`src/rtl/fetch_queue.sv`:
```
// Instruction-fetch stage: drives a 1-cycle synchronous instruction memory and buffers
// returned words with their next-PC in a small FIFO that feeds decode over valid/ready.
module fetch_queue #(
    parameter int          DEPTH    = 4,
    parameter logic [31:0] RESET_PC = 32'h0,
    parameter logic [31:0] PC_STEP  = 32'd4
) (
    input  logic        clk,
    input  logic        reset,
    input  logic        jmp_cond,
    input  logic [31:0] jmp_pc,
    output logic        imem_req,
    output logic [31:0] imem_addr,
    input  logic [31:0] imem_rdata,
    output logic        ir_valid,
    input  logic        dec_ready,
    output logic [31:0] ir_out,
    output logic [31:0] npc_out
);

    localparam int CW = $clog2(DEPTH + 1);
    localparam int PW = $clog2(DEPTH);
    localparam logic [CW:0]   DepthW   = (CW + 1)'(DEPTH);
    localparam logic [CW-1:0] CountOne = CW'(1);
    localparam logic [PW-1:0] PtrOne   = PW'(1);

    logic [31:0]   r_pc;
    logic [31:0]   r_issueAddr;
    logic          r_inflight;
    logic [CW-1:0] r_count;
    logic [PW-1:0] r_rdPtr;
    logic [PW-1:0] r_wrPtr;
    logic [31:0]   r_irMem  [DEPTH];
    logic [31:0]   r_npcMem [DEPTH];

    logic [CW:0]   w_credit;
    logic          w_issue;
    logic          w_push;
    logic          w_pop;

    // Credit counts the in-flight read so a returning word always has a free slot,
    // even though a same-cycle pop is not taken into account.
    assign w_credit = {1'b0, r_count} + {{CW{1'b0}}, r_inflight};
    assign w_issue  = !reset && !jmp_cond && (w_credit < DepthW);
    assign w_push   = r_inflight && !jmp_cond;
    assign w_pop    = ir_valid && dec_ready;

    assign imem_req  = w_issue;
    assign imem_addr = r_pc;
    assign ir_valid  = (r_count != '0) && !jmp_cond;
    assign ir_out    = ir_valid ? r_irMem[r_rdPtr]  : 32'h0;
    assign npc_out   = ir_valid ? r_npcMem[r_rdPtr] : 32'h0;

    always_ff @(posedge clk or posedge reset) begin
        if (reset) begin
            r_pc        <= RESET_PC;
            r_issueAddr <= RESET_PC;
            r_inflight  <= 1'b0;
            r_count     <= '0;
            r_rdPtr     <= '0;
            r_wrPtr     <= '0;
        end else if (jmp_cond) begin
            // A redirect discards the buffer and the response arriving this cycle.
            r_pc       <= jmp_pc;
            r_inflight <= 1'b0;
            r_count    <= '0;
            r_rdPtr    <= '0;
            r_wrPtr    <= '0;
        end else begin
            r_inflight <= w_issue;
            if (w_issue) begin
                r_pc        <= r_pc + PC_STEP;
                r_issueAddr <= r_pc;
            end
            if (w_push) begin
                r_wrPtr <= r_wrPtr + PtrOne;
            end
            if (w_pop) begin
                r_rdPtr <= r_rdPtr + PtrOne;
            end
            if (w_push && !w_pop) begin
                r_count <= r_count + CountOne;
            end else if (!w_push && w_pop) begin
                r_count <= r_count - CountOne;
            end
        end
    end

    always_ff @(posedge clk) begin
        if (w_push) begin
            r_irMem[r_wrPtr]  <= imem_rdata;
            r_npcMem[r_wrPtr] <= r_issueAddr + PC_STEP;
        end
    end

endmodule
```
`config.mk`:
```
export PLATFORM = sky130hd
export DESIGN_NAME = fetch_queue
export DESIGN_NICKNAME = d
export VERILOG_FILES = /design/src/rtl/fetch_queue.sv
export SDC_FILE = /design/constraint.sdc
export NUM_CORES = 1
export LEC_CHECK = 0
export ABC_AREA = 0
export ABC_CLOCK_PERIOD_IN_PS = 3550
export BUFFER_PORTS_ARGS = -buffer_cell sky130_fd_sc_hd__buf_4
export CAP_MARGIN = 25
export CORE_MARGIN = 2
export CORE_UTILIZATION = 40
export DETAILED_ROUTE_END_ITERATION = 7
export MAX_ROUTING_LAYER = met4
export PLACE_DENSITY = 0.54
export SKIP_CTS_REPAIR_TIMING = 1
export SLEW_MARGIN = 20
export SYNTH_ARGS = -nofsm -noshare
export SYNTH_HDL_FRONTEND = slang
export SYNTH_SLANG_ARGS = --single-unit
```
`constraint.sdc`:
```
create_clock -name clk -period 3.55 [get_ports clk]
set_input_delay 0.1775 -clock clk [delete_from_list [all_inputs] [get_ports clk]]
set_output_delay 0.1775 -clock clk [all_outputs]
set_load 0.1 [all_outputs]
```
==> impl_metrics.env, run 1 <==
export IMPL_clkTransAtPathRegs_ps=60
export IMPL_unrepaired_setup_endpoints_after_global_routing="false"
export IMPL_power_frac_seq=0.385
export IMPL_drv_max_cap_violation_count=0
export IMPL_hold_path_startpoint="jmp_pc[30]"
export IMPL_yosys_most_used_dff="sky130_fd_sc_hd__edfxtp_1"
export IMPL_root_buffer="sky130_fd_sc_hd__clkbuf_16"
export IMPL_placed_area_um2=15600
export IMPL_number_of_library_cell_types_mapped_by_synthesis=57
export IMPL_hold_class="in2reg"
export IMPL_yosysWarnings=0
export IMPL_io_pin_count=166
export IMPL_synth_top_cell_area_share=0.558
export IMPL_synthCells=880
export IMPL_globalplace_congestion=0.779
export IMPL_final_layout_size_suffix_gt1_frac=0.281
export IMPL_first_global_vias=8054
export IMPL_timing_clock_skew_ps=17.6
export IMPL_synth_net_count=955
export IMPL_power_density_over_the_cells_nw_per_um2=740
export IMPL_syn_area_per_cell_um2=15.6
export IMPL_timing_max_slew_rel_slack=0.441
export IMPL_insertion_delay_ps=520
export IMPL_startpoint="r_inflight$_DFF_PP0_"
export IMPL_clock_power_share=0.299
export IMPL_yosys_register_bits=328
export IMPL_timing_final_setup_violations=0
export IMPL_leakagePower_nw=6.47
export IMPL_rr_startpoint="r_inflight$_DFF_PP0_"
export IMPL_detailedRoute_firstIterationViolations=506
export IMPL_seq_area_frac_synth=0.689
export IMPL_fillers=2887
export IMPL_antenna_violations_before_repair=1
export IMPL_synth_largest_area_cell="sky130_fd_sc_hd__edfxtp_1"
export IMPL_final_hold_worst_slack_ps=1.71
export IMPL_multi_input_comb_area_um2=3990
export IMPL_combPwrFrac=0.316
export IMPL_end_kind="output port"
export IMPL_die_y_um=190
export IMPL_sum_of_routed_wire_length_over_all_layers_mm=29.8
export IMPL_sequential_cell_area_um2=9490
export IMPL_worstSetupPathType="reg2out"
export IMPL_rows=67
export IMPL_p_switching_mw=4.72
export IMPL_path_max_fanout=50
export IMPL_grt_start_max_net_pins=51
export IMPL_grt_remaining_overflow=0
export IMPL_fin_cells=1599
export IMPL_count_of_buffers_inserted_at_the_top_level_ports=165
export IMPL_synth_edff_count=256
export IMPL_clockBufferDepth=3
export IMPL_period_minus_slack_ps=2850
export IMPL_timing_critical_path_required_ps=3370
export IMPL_die_outline_area_um2=35900
export IMPL_global_route_usage_total=0.170
export IMPL_synth_async_reset_ratio=0.220
export IMPL_tritoncts="done"
export IMPL_final_hold_viol_count=0
export IMPL_cp_arrival_ps=2680
export IMPL_tritoncts_num_buffers=38
export IMPL_vias_post_dr=8112
export IMPL_intPower_mw=8.22
export IMPL_die_width_um=190
export IMPL_run_status="complete, no violations"
export IMPL_post_place_cells=1465
export IMPL_dr_pass1_iters=4
export IMPL_finalSetupTns_ps=0
export IMPL_num_nets_final=1195
export IMPL_synth_area_top_cells="sky130_fd_sc_hd__edfxtp_1, sky130_fd_sc_hd__dfrtp_1, sky130_fd_sc_hd__mux4_2, sky130_fd_sc_hd__nand2_1, sky130_fd_sc_hd__and2_1"
export IMPL_worstMarginPinSlew_ps=831
export IMPL_clkSinkCount=328
export IMPL_route_detailed_drc=0
export IMPL_ant_nets=0
export IMPL_grt_first_pass_wirelength_mm=46.2
export IMPL_fmaxAchievable_mhz=351
export IMPL_power_switching_fraction=0.365
export IMPL_initial_core_util=0.409
export IMPL_crit_path_start_kind="register"
export IMPL_hpwlAfterDp_mm=18.8
export IMPL_post_route_period_util=0.804
export IMPL_final_cell_area_um2=17500
export IMPL_coreArea_um2=33700
export IMPL_via_per_inst=5.07
export IMPL_wire_per_inst_um=18.7
export IMPL_syn2layout_area_growth_pct=26.9
export IMPL_irDropWorstVdd_mv=0.447
export IMPL_htree_num_levels=2
export IMPL_timing_final_max_slew_violations=0
export IMPL_synthesis_area_um2=13800
==> synthesized netlist by cell type, types with 3 or more instances <==
master                     instances
sky130_fd_sc_hd__nand4_1          13
sky130_fd_sc_hd__o21ai_0          23
sky130_fd_sc_hd__mux2i_1           3
sky130_fd_sc_hd__nor3_1            7
sky130_fd_sc_hd__and2_1           72
sky130_fd_sc_hd__a211o_1           3
sky130_fd_sc_hd__dfrtp_1          72
sky130_fd_sc_hd__a221o_1           6
sky130_fd_sc_hd__o311ai_1          8
sky130_fd_sc_hd__inv_1            18
sky130_fd_sc_hd__edfxtp_1        256
sky130_fd_sc_hd__nand4_4           3
sky130_fd_sc_hd__o311ai_0          3
sky130_fd_sc_hd__o211ai_1         12
sky130_fd_sc_hd__a21oi_1           3
sky130_fd_sc_hd__nand3_1          27
sky130_fd_sc_hd__nor2_1           22
sky130_fd_sc_hd__nand2b_1          4
sky130_fd_sc_hd__xnor2_1          23
sky130_fd_sc_hd__buf_2            12
sky130_fd_sc_hd__and4_1            7
sky130_fd_sc_hd__buf_1             5
sky130_fd_sc_hd__ha_1              6
sky130_fd_sc_hd__nor3b_1           4
sky130_fd_sc_hd__nand2_1         131
sky130_fd_sc_hd__and3_1            6
sky130_fd_sc_hd__mux4_2           64
sky130_fd_sc_hd__clkbuf_1         24
sky130_fd_sc_hd__xor2_1           10
==> metal layers <==
metal,wire (µm),vias up,track usage
li1,-,3801,-
met1,14300,4061,0.243
met2,13700,208,0.259
met3,1330,42,0.0253
met4,520,0,0.0408
met5,0,-,-
==> logic make-up after synthesis <==
logic type,Yosys count,share of synthesized area
mux,69,0.108
buf+inv,64,0.0220
xor+xnor,33,0.0210
compound gates,68,0.0348
flops,328,0.689
fa+ha+maj,7,0.00690
simple gates,311,0.118
==> sequential cells by signal (all words and copies together), names as in the netlist <==
signal and count:
r_irMem 128, r_npcMem 128, imem_addr 32, r_issueAddr 32, r_count 3, r_rdPtr 2
r_wrPtr 2, r_inflight 1
==> final timing paths <==
| kind | end | slack [ps] | cells past startpoint |
|---|---|---|---|
| max | imem_req | 700 | 5 |
| min | imem_addr[30]$_DFFE_PP0P_ | 2 | 4 |
| max reg2reg | imem_addr[8]$_DFFE_PP0P_ | 1090 | 6 |
| min reg2reg | r_issueAddr[31]$_DFFE_PP0P_ | 520 | 2 |
| max in group asynchronous | r_issueAddr[21]$_DFFE_PP0P_ | 2510 | 4 |
| min in group asynchronous | r_count[2]$_DFFE_PP0P_ | 310 | 3 |
==> metrics by stage <==
stage | utilization | setup WS, ps | power [mW]
2_1_floorplan | - | 700 | 8.17
3_3_place_gp | 0.463 | 1150 | 9.14
3_5_place_dp | 0.463 | 1120 | 9.15
4_1_cts | 0.500 | 647 | 13.1
5_1_grt | 0.519 | 569 | 13.5
6_report | 0.519 | 697 | 12.9
==> placed cells by master, fill, tap and decap left out, drive strengths merged, types with 3 or more instances in the layout <==
cell type	n
nand2	131
edfxtp	256
ha	6
and3	6
mux4	64
o21ai	23
and2	72
bufinv	4
dfrtp	72
nand4	16
o311ai	11
xnor2	23
inv	18
nand3	28
a211o	3
nand2b	4
a21oi	3
o211ai	12
or2	3
nor2	24
and4	8
clkinv	16
nor3b	4
mux2i	3
clkbuf	51
nor3	7
xor2	10
nor4	3
dlygate4sd3	63
buf	182
a221o	6
==> area by class of cell <==
cell class	instances	area share
timing repair buffer	245	0.119
sequential	328	0.543
multi-input combinational	488	0.229
clock buffer	51	0.0609
tap	448	0.0321
antenna	1	0.000143
clock inverter	19	0.0110
inverter	19	0.00480
==> worst max-delay path, cell delays in order, from the launching register on <==
cell and delay [ps]:
sky130_fd_sc_hd__dfrtp_1 520, sky130_fd_sc_hd__and3_1 230, sky130_fd_sc_hd__or4_2 640, sky130_fd_sc_hd__buf_4 320, sky130_fd_sc_hd__inv_1 120, sky130_fd_sc_hd__buf_4 290
==> power by group through the flow <==
stage                     combinational, mW  clock (mW)  sequential [mW]
after floorplan                        2.97           0             5.20
after global placement                 4.07           0             5.06
after detailed placement               4.08           0             5.07
after CTS                              4.09        3.97             4.99
after global routing                   4.33        4.11             5.05
final                                  4.08        3.87             4.98
(Power assumes the default switching activity.)
==> inputs of run 2 (changes only) <==
--- a/config.mk
+++ b/config.mk
@@ -6,14 +6,14 @@
 export NUM_CORES = 1
 export LEC_CHECK = 0
 export ABC_AREA = 0
-export ABC_CLOCK_PERIOD_IN_PS = 3550
+export ABC_CLOCK_PERIOD_IN_PS = 2400
 export BUFFER_PORTS_ARGS = -buffer_cell sky130_fd_sc_hd__buf_4
 export CAP_MARGIN = 25
 export CORE_MARGIN = 2
 export CORE_UTILIZATION = 40
 export DETAILED_ROUTE_END_ITERATION = 7
 export MAX_ROUTING_LAYER = met4
-export PLACE_DENSITY = 0.54
+export PLACE_DENSITY = 0.57
 export SKIP_CTS_REPAIR_TIMING = 1
 export SLEW_MARGIN = 20
 export SYNTH_ARGS = -nofsm -noshare
==> constraint.sdc (replaced) <==
create_clock -name clk -period 2.4 [get_ports clk]
set_input_delay 0.12 -clock clk [delete_from_list [all_inputs] [get_ports clk]]
set_output_delay 0.12 -clock clk [all_outputs]
set_load 0.1 [all_outputs]
==> impl_metrics.env, run 2 (synthesis results as in run 1) <==
export IMPL_final_layout_size_suffix_gt1_frac=0.307
export IMPL_slowest_stage="sky130_fd_sc_hd__mux4_2"
export IMPL_sum_of_routed_wire_length_over_all_layers_mm=30.2
export IMPL_biggestRegsByFlops="r_irMem (128), r_npcMem (128)"
export IMPL_wire_per_inst_um=18.5
export IMPL_path_max_fanout=13
export IMPL_die_y_um=190
export IMPL_insertion_delay_ps=520
export IMPL_ant_nets=0
export IMPL_tritoncts="done"
export IMPL_final_hold_viol_count=0
export IMPL_clockBufferDepth=3
export IMPL_htree_num_levels=2
export IMPL_grt_remaining_overflow=0
export IMPL_mostFrequentLayoutCell="sky130_fd_sc_hd__edfxtp_1"
export IMPL_antenna_violations_before_repair=0
export IMPL_count_of_buffers_inserted_at_the_top_level_ports=165
export IMPL_worstSetupPathType="reg2out"
export IMPL_power_density_over_the_cells_nw_per_um2=1080
export IMPL_globalplace_congestion=0.811
export IMPL_end_kind="output port"
export IMPL_irDropWorstVdd_mv=0.719
export IMPL_worstMarginPinSlew_ps=518
export IMPL_grt_start_max_net_pins=65
export IMPL_post_route_period_util=0.977
export IMPL_via_per_inst=5.11
export IMPL_io_pin_count=166
export IMPL_leakagePower_nw=6.68
export IMPL_route_detailed_drc=0
export IMPL_tritoncts_num_buffers=36
export IMPL_path_cells="buf_12, buf_12, mux4_2, and2_1, buf_6"
export IMPL_drv_max_cap_violation_count=0
export IMPL_vias_post_dr=8364
export IMPL_timing_final_max_slew_violations=0
export IMPL_detailedRoute_firstIterationViolations=448
export IMPL_period_minus_slack_ps=2340
export IMPL_hold_class="in2reg"
export IMPL_rows=67
export IMPL_cp_arrival_ps=2220
export IMPL_die_outline_area_um2=35900
export IMPL_die_width_um=190
export IMPL_global_route_usage_total=0.173
export IMPL_timing_final_setup_violations=0
export IMPL_first_global_vias=8240
export IMPL_final_cell_area_um2=18000
export IMPL_crit_path_start_kind="register"
export IMPL_top_library_cells_by_usage_in_the_layout_fill_and_taps_aside="sky130_fd_sc_hd__edfxtp_1, sky130_fd_sc_hd__buf_4, sky130_fd_sc_hd__nand2_1, sky130_fd_sc_hd__and2_1, sky130_fd_sc_hd__dlygate4sd3_1"
export IMPL_clkTransAtPathRegs_ps=60
export IMPL_syn2layout_area_growth_pct=30.5
export IMPL_grt_first_pass_wirelength_mm=46.8
export IMPL_place_worst_setup_slack_ps=241
export IMPL_critical_path_most_common_cell="sky130_fd_sc_hd__buf_12"
export IMPL_power_total_mw=19.4
export IMPL_worstPathBufferInverterCount=3
export IMPL_coreArea_um2=33700
export IMPL_cpPeakStageDelay_ps=530
export IMPL_run_status="complete, no violations"
export IMPL_timing_critical_path_required_ps=2280
export IMPL_fmaxAchievable_mhz=427
export IMPL_root_buffer="sky130_fd_sc_hd__clkbuf_16"
export IMPL_timing_clock_skew_ps=17.6
export IMPL_num_nets_final=1234
export IMPL_initial_core_util=0.409
export IMPL_hpwlAfterDp_mm=19.6
export IMPL_finalWorstSetupSlack_ps=56.1
export IMPL_regToRegSetupSlack_ps=280
export IMPL_dr_pass1_iters=5
export IMPL_timing_max_slew_rel_slack=0.653
export IMPL_crit_family="multiplexers"
export IMPL_unrepaired_setup_endpoints_after_global_routing="true"
export IMPL_fin_util=0.533
export IMPL_clkSinkCount=328
export IMPL_placed_area_um2=15900
run 2: area by class of cell:
class,count,area [µm²]
multi-input cells,488,4000
clock inverters,14,181
diodes,1,2.50
well taps,448,561
clock buffers,52,1010
flip-flops and latches,328,9510
fillers,2798,15700
inverters,19,83.8
repair buffers,286,2630
run 2: power by group:
part           internal (mW)  switching [mW]
registers               6.80           0.466
clock network           3.38            2.09
logic                   2.25            4.45
run 2: per-stage QoR:
| stage | instances | TNS, ps | hold WS (ps) |
|---|---|---|---|
| after floorplan | 880 | 0 | 219 |
| after global placement | 1491 | 0 | 175 |
| after detailed placement | 1491 | 0 | 181 |
| after CTS | 1557 | -5000 | -374 |
| after global routing | 1635 | -2.65 | 29.5 |
| final | 1636 | 0 | 20.0 |
run 2: worst paths after layout:
check | from | end | depth (start not counted)
max in group asynchronous | reset | imem_addr[13]$_DFFE_PP0P_ | 4
min in group asynchronous | reset | r_rdPtr[0]$_DFFE_PP0P_ | 3
worst max-delay path | r_rdPtr[0]$_DFFE_PP0P_ | npc_out[27] | 5
worst min-delay path | dec_ready | r_count[1]$_DFFE_PP0P_ | 5
worst min register to register | r_issueAddr[31]$_DFFE_PP0P_ | r_issueAddr[31]$_DFFE_PP0P_ | 2
worst max register to register | r_count[2]$_DFFE_PP0P_ | r_count[1]$_DFFE_PP0P_ | 8
run 2: worst register-to-register path: cells and delay by family, from the launching register on:
| kind | cells | cell delay [ps] |
|---|---|---|
| and+or+nand+nor | 5 | 940 |
| adders and majority gates | 1 | 440 |
| DFF | 1 | 420 |
| AOI/OAI and AO/OA | 2 | 230 |
run 2: layer usage:
metal / share of wire / vias up / global-route usage
met5: 0 / - / -
met2: 0.48 / 239 / 0.269
met4: 0.014 / 0 / 0.0403
met1: 0.45 / 4201 / 0.241
met3: 0.051 / 38 / 0.0291
li1: - / 3886 / -
==> inputs of run 3 (changes only) <==
--- a/config.mk
+++ b/config.mk
@@ -11,6 +11,7 @@
 export CAP_MARGIN = 25
 export CORE_MARGIN = 2
 export CORE_UTILIZATION = 40
+export CTS_BUF_LIST = sky130_fd_sc_hd__clkbuf_2
 export DETAILED_ROUTE_END_ITERATION = 7
 export MAX_ROUTING_LAYER = met4
 export PLACE_DENSITY = 0.57
==> impl_metrics.env, run 3 (synthesis results as in run 1) <==
export IMPL_hpwlAfterDp_mm=19.6
export IMPL_clockBufferDepth=3
export IMPL_globalplace_congestion=0.811
export IMPL_timing_clock_skew_ps=77.4
export IMPL_vias_post_dr=8974
export IMPL_violations="negative setup slack"
export IMPL_final_layout_size_suffix_gt1_frac=0.382
export IMPL_syn2layout_area_growth_pct=40.1
export IMPL_io_pin_count=166
export IMPL_grt_remaining_overflow=0
export IMPL_antenna_violations_before_repair=3
export IMPL_die_outline_area_um2=35900
export IMPL_timing_final_max_slew_violations=0
export IMPL_rows=67
export IMPL_hold_class="in2reg"
export IMPL_crit_path_start_kind="register"
export IMPL_fin_util=0.573
export IMPL_worstSetupPathType="reg2out"
export IMPL_count_of_buffers_inserted_at_the_top_level_ports=165
export IMPL_path_cells="buf_12, buf_8, mux4_2, and2_1, buf_6"
export IMPL_worstMarginPinSlew_ps=520
export IMPL_biggestRegsByFlops="r_irMem (128), r_npcMem (128)"
export IMPL_final_hold_viol_count=0
export IMPL_die_y_um=190
export IMPL_htree_num_levels=3
export IMPL_clkSinkCount=328
export IMPL_leakagePower_nw=7.35
export IMPL_finalSetupTns_ps=-12790
export IMPL_global_route_usage_total=0.178
export IMPL_cp_arrival_ps=2520
export IMPL_slowest_stage="sky130_fd_sc_hd__mux4_2"
export IMPL_initial_core_util=0.409
export IMPL_grt_first_pass_wirelength_mm=47.7
export IMPL_detailedRoute_firstIterationViolations=402
export IMPL_power_total_mw=19.2
export IMPL_first_global_vias=8627
export IMPL_final_hold_worst_slack_ps=102
export IMPL_wire_per_inst_um=18.1
export IMPL_fmaxAchievable_mhz=379
export IMPL_post_route_period_util=1.10
export IMPL_root_buffer="sky130_fd_sc_hd__clkbuf_2"
export IMPL_die_width_um=190
export IMPL_end_kind="output port"
export IMPL_tritoncts="done"
export IMPL_mostFrequentLayoutCell="sky130_fd_sc_hd__edfxtp_1"
export IMPL_finalWorstSetupSlack_ps=-241
export IMPL_clkTransAtPathRegs_ps=100
export IMPL_timing_max_slew_rel_slack=0.653
export IMPL_run_status="finished with violations"
export IMPL_cpPeakStageDelay_ps=490
export IMPL_insertion_delay_ps=880
export IMPL_via_per_inst=4.98
export IMPL_top_library_cells_by_usage_in_the_layout_fill_and_taps_aside="sky130_fd_sc_hd__edfxtp_1, sky130_fd_sc_hd__buf_4, sky130_fd_sc_hd__dlygate4sd3_1, sky130_fd_sc_hd__nand2_1, sky130_fd_sc_hd__clkbuf_2"
export IMPL_place_worst_setup_slack_ps=241
export IMPL_drv_max_cap_violation_count=0
export IMPL_tritoncts_num_buffers=85
export IMPL_num_nets_final=1362
export IMPL_path_max_fanout=6
export IMPL_sum_of_routed_wire_length_over_all_layers_mm=32.7
export IMPL_power_density_over_the_cells_nw_per_um2=996
export IMPL_coreArea_um2=33700
export IMPL_route_detailed_drc=0
export IMPL_dr_pass1_iters=5
export IMPL_timing_final_setup_violations=65
export IMPL_irDropWorstVdd_mv=0.742
export IMPL_timing_critical_path_required_ps=2280
export IMPL_grt_start_max_net_pins=65
export IMPL_period_minus_slack_ps=2640
export IMPL_unrepaired_setup_endpoints_after_global_routing="true"
export IMPL_ant_nets=0
[run 3: changes by cell type in the layout (fill, tap and decap cells not counted), moves of 17 or more]
cell and delta:
sky130_fd_sc_hd__clkbuf_16 -34, sky130_fd_sc_hd__clkinv_1 +17, sky130_fd_sc_hd__and2_1 -58, sky130_fd_sc_hd__clkbuf_2 +119, sky130_fd_sc_hd__and2_4 +58, sky130_fd_sc_hd__dlygate4sd3_1 +69
sky130_fd_sc_hd__buf_4 -39, sky130_fd_sc_hd__buf_12 +60
[run 3: layout make-up]
cell class / instances / area (µm²)
Fill cell: 2702 / 14400
Tap cell: 448 / 561
Clock inverter: 31 / 176
Multi-Input combinational cell: 488 / 4160
Antenna cell: 3 / 7.51
Clock buffer: 120 / 601
Sequential cell: 328 / 9510
Timing Repair Buffer: 365 / 4190
Inverter: 19 / 96.3
[run 3: worst paths after layout]
path | startpoint | endpoint | slack [ps] | cells past startpoint
worst max-delay path | r_rdPtr[0]$_DFFE_PP0P_ | ir_out[10] | -240 | 5
worst min register to register | r_issueAddr[31]$_DFFE_PP0P_ | r_issueAddr[31]$_DFFE_PP0P_ | 500 | 2
worst max register to register | r_inflight$_DFF_PP0_ | imem_addr[2]$_DFFE_PP0P_ | 140 | 7
worst min-delay path | jmp_cond | r_rdPtr[0]$_DFFE_PP0P_ | 100 | 3
min in group asynchronous | reset | r_issueAddr[5]$_DFFE_PP0P_ | 490 | 4
max in group asynchronous | reset | imem_addr[13]$_DFFE_PP0P_ | 1270 | 5
[run 3: where the power goes]
| part | switching, mW | internal [mW] |
|---|---|---|
| logic | 4.79 | 3.44 |
| registers | 0.466 | 6.79 |
| clock network | 2.18 | 1.56 |
| total | 7.43 | 11.8 |
[run 3: per-stage QoR]
stage / area, µm² / instances
5_1_grt: 19300 / 1802
3_3_place_gp: 15900 / 1491
2_1_floorplan: 13800 / 880
4_1_cts: 16600 / 1642
6_report: 19300 / 1802
3_5_place_dp: 15900 / 1491
[run 3: routing by layer]
metal  vias to the layer above  GRT usage  wire [µm]
li1                       4210          -          -
met2                       287      0.270      16200
met4                         0     0.0590        419
met1                      4430      0.238      14200
met5                         -          -          0
met3                        47     0.0419       1810
[run 3: critical path, delay by kind of cell, from the launching register on]
kind                   cells  cell delay, ps
buffers and inverters      3             510
muxes                      1             490
DFF                        1             470
and+or+nand+nor            1             170
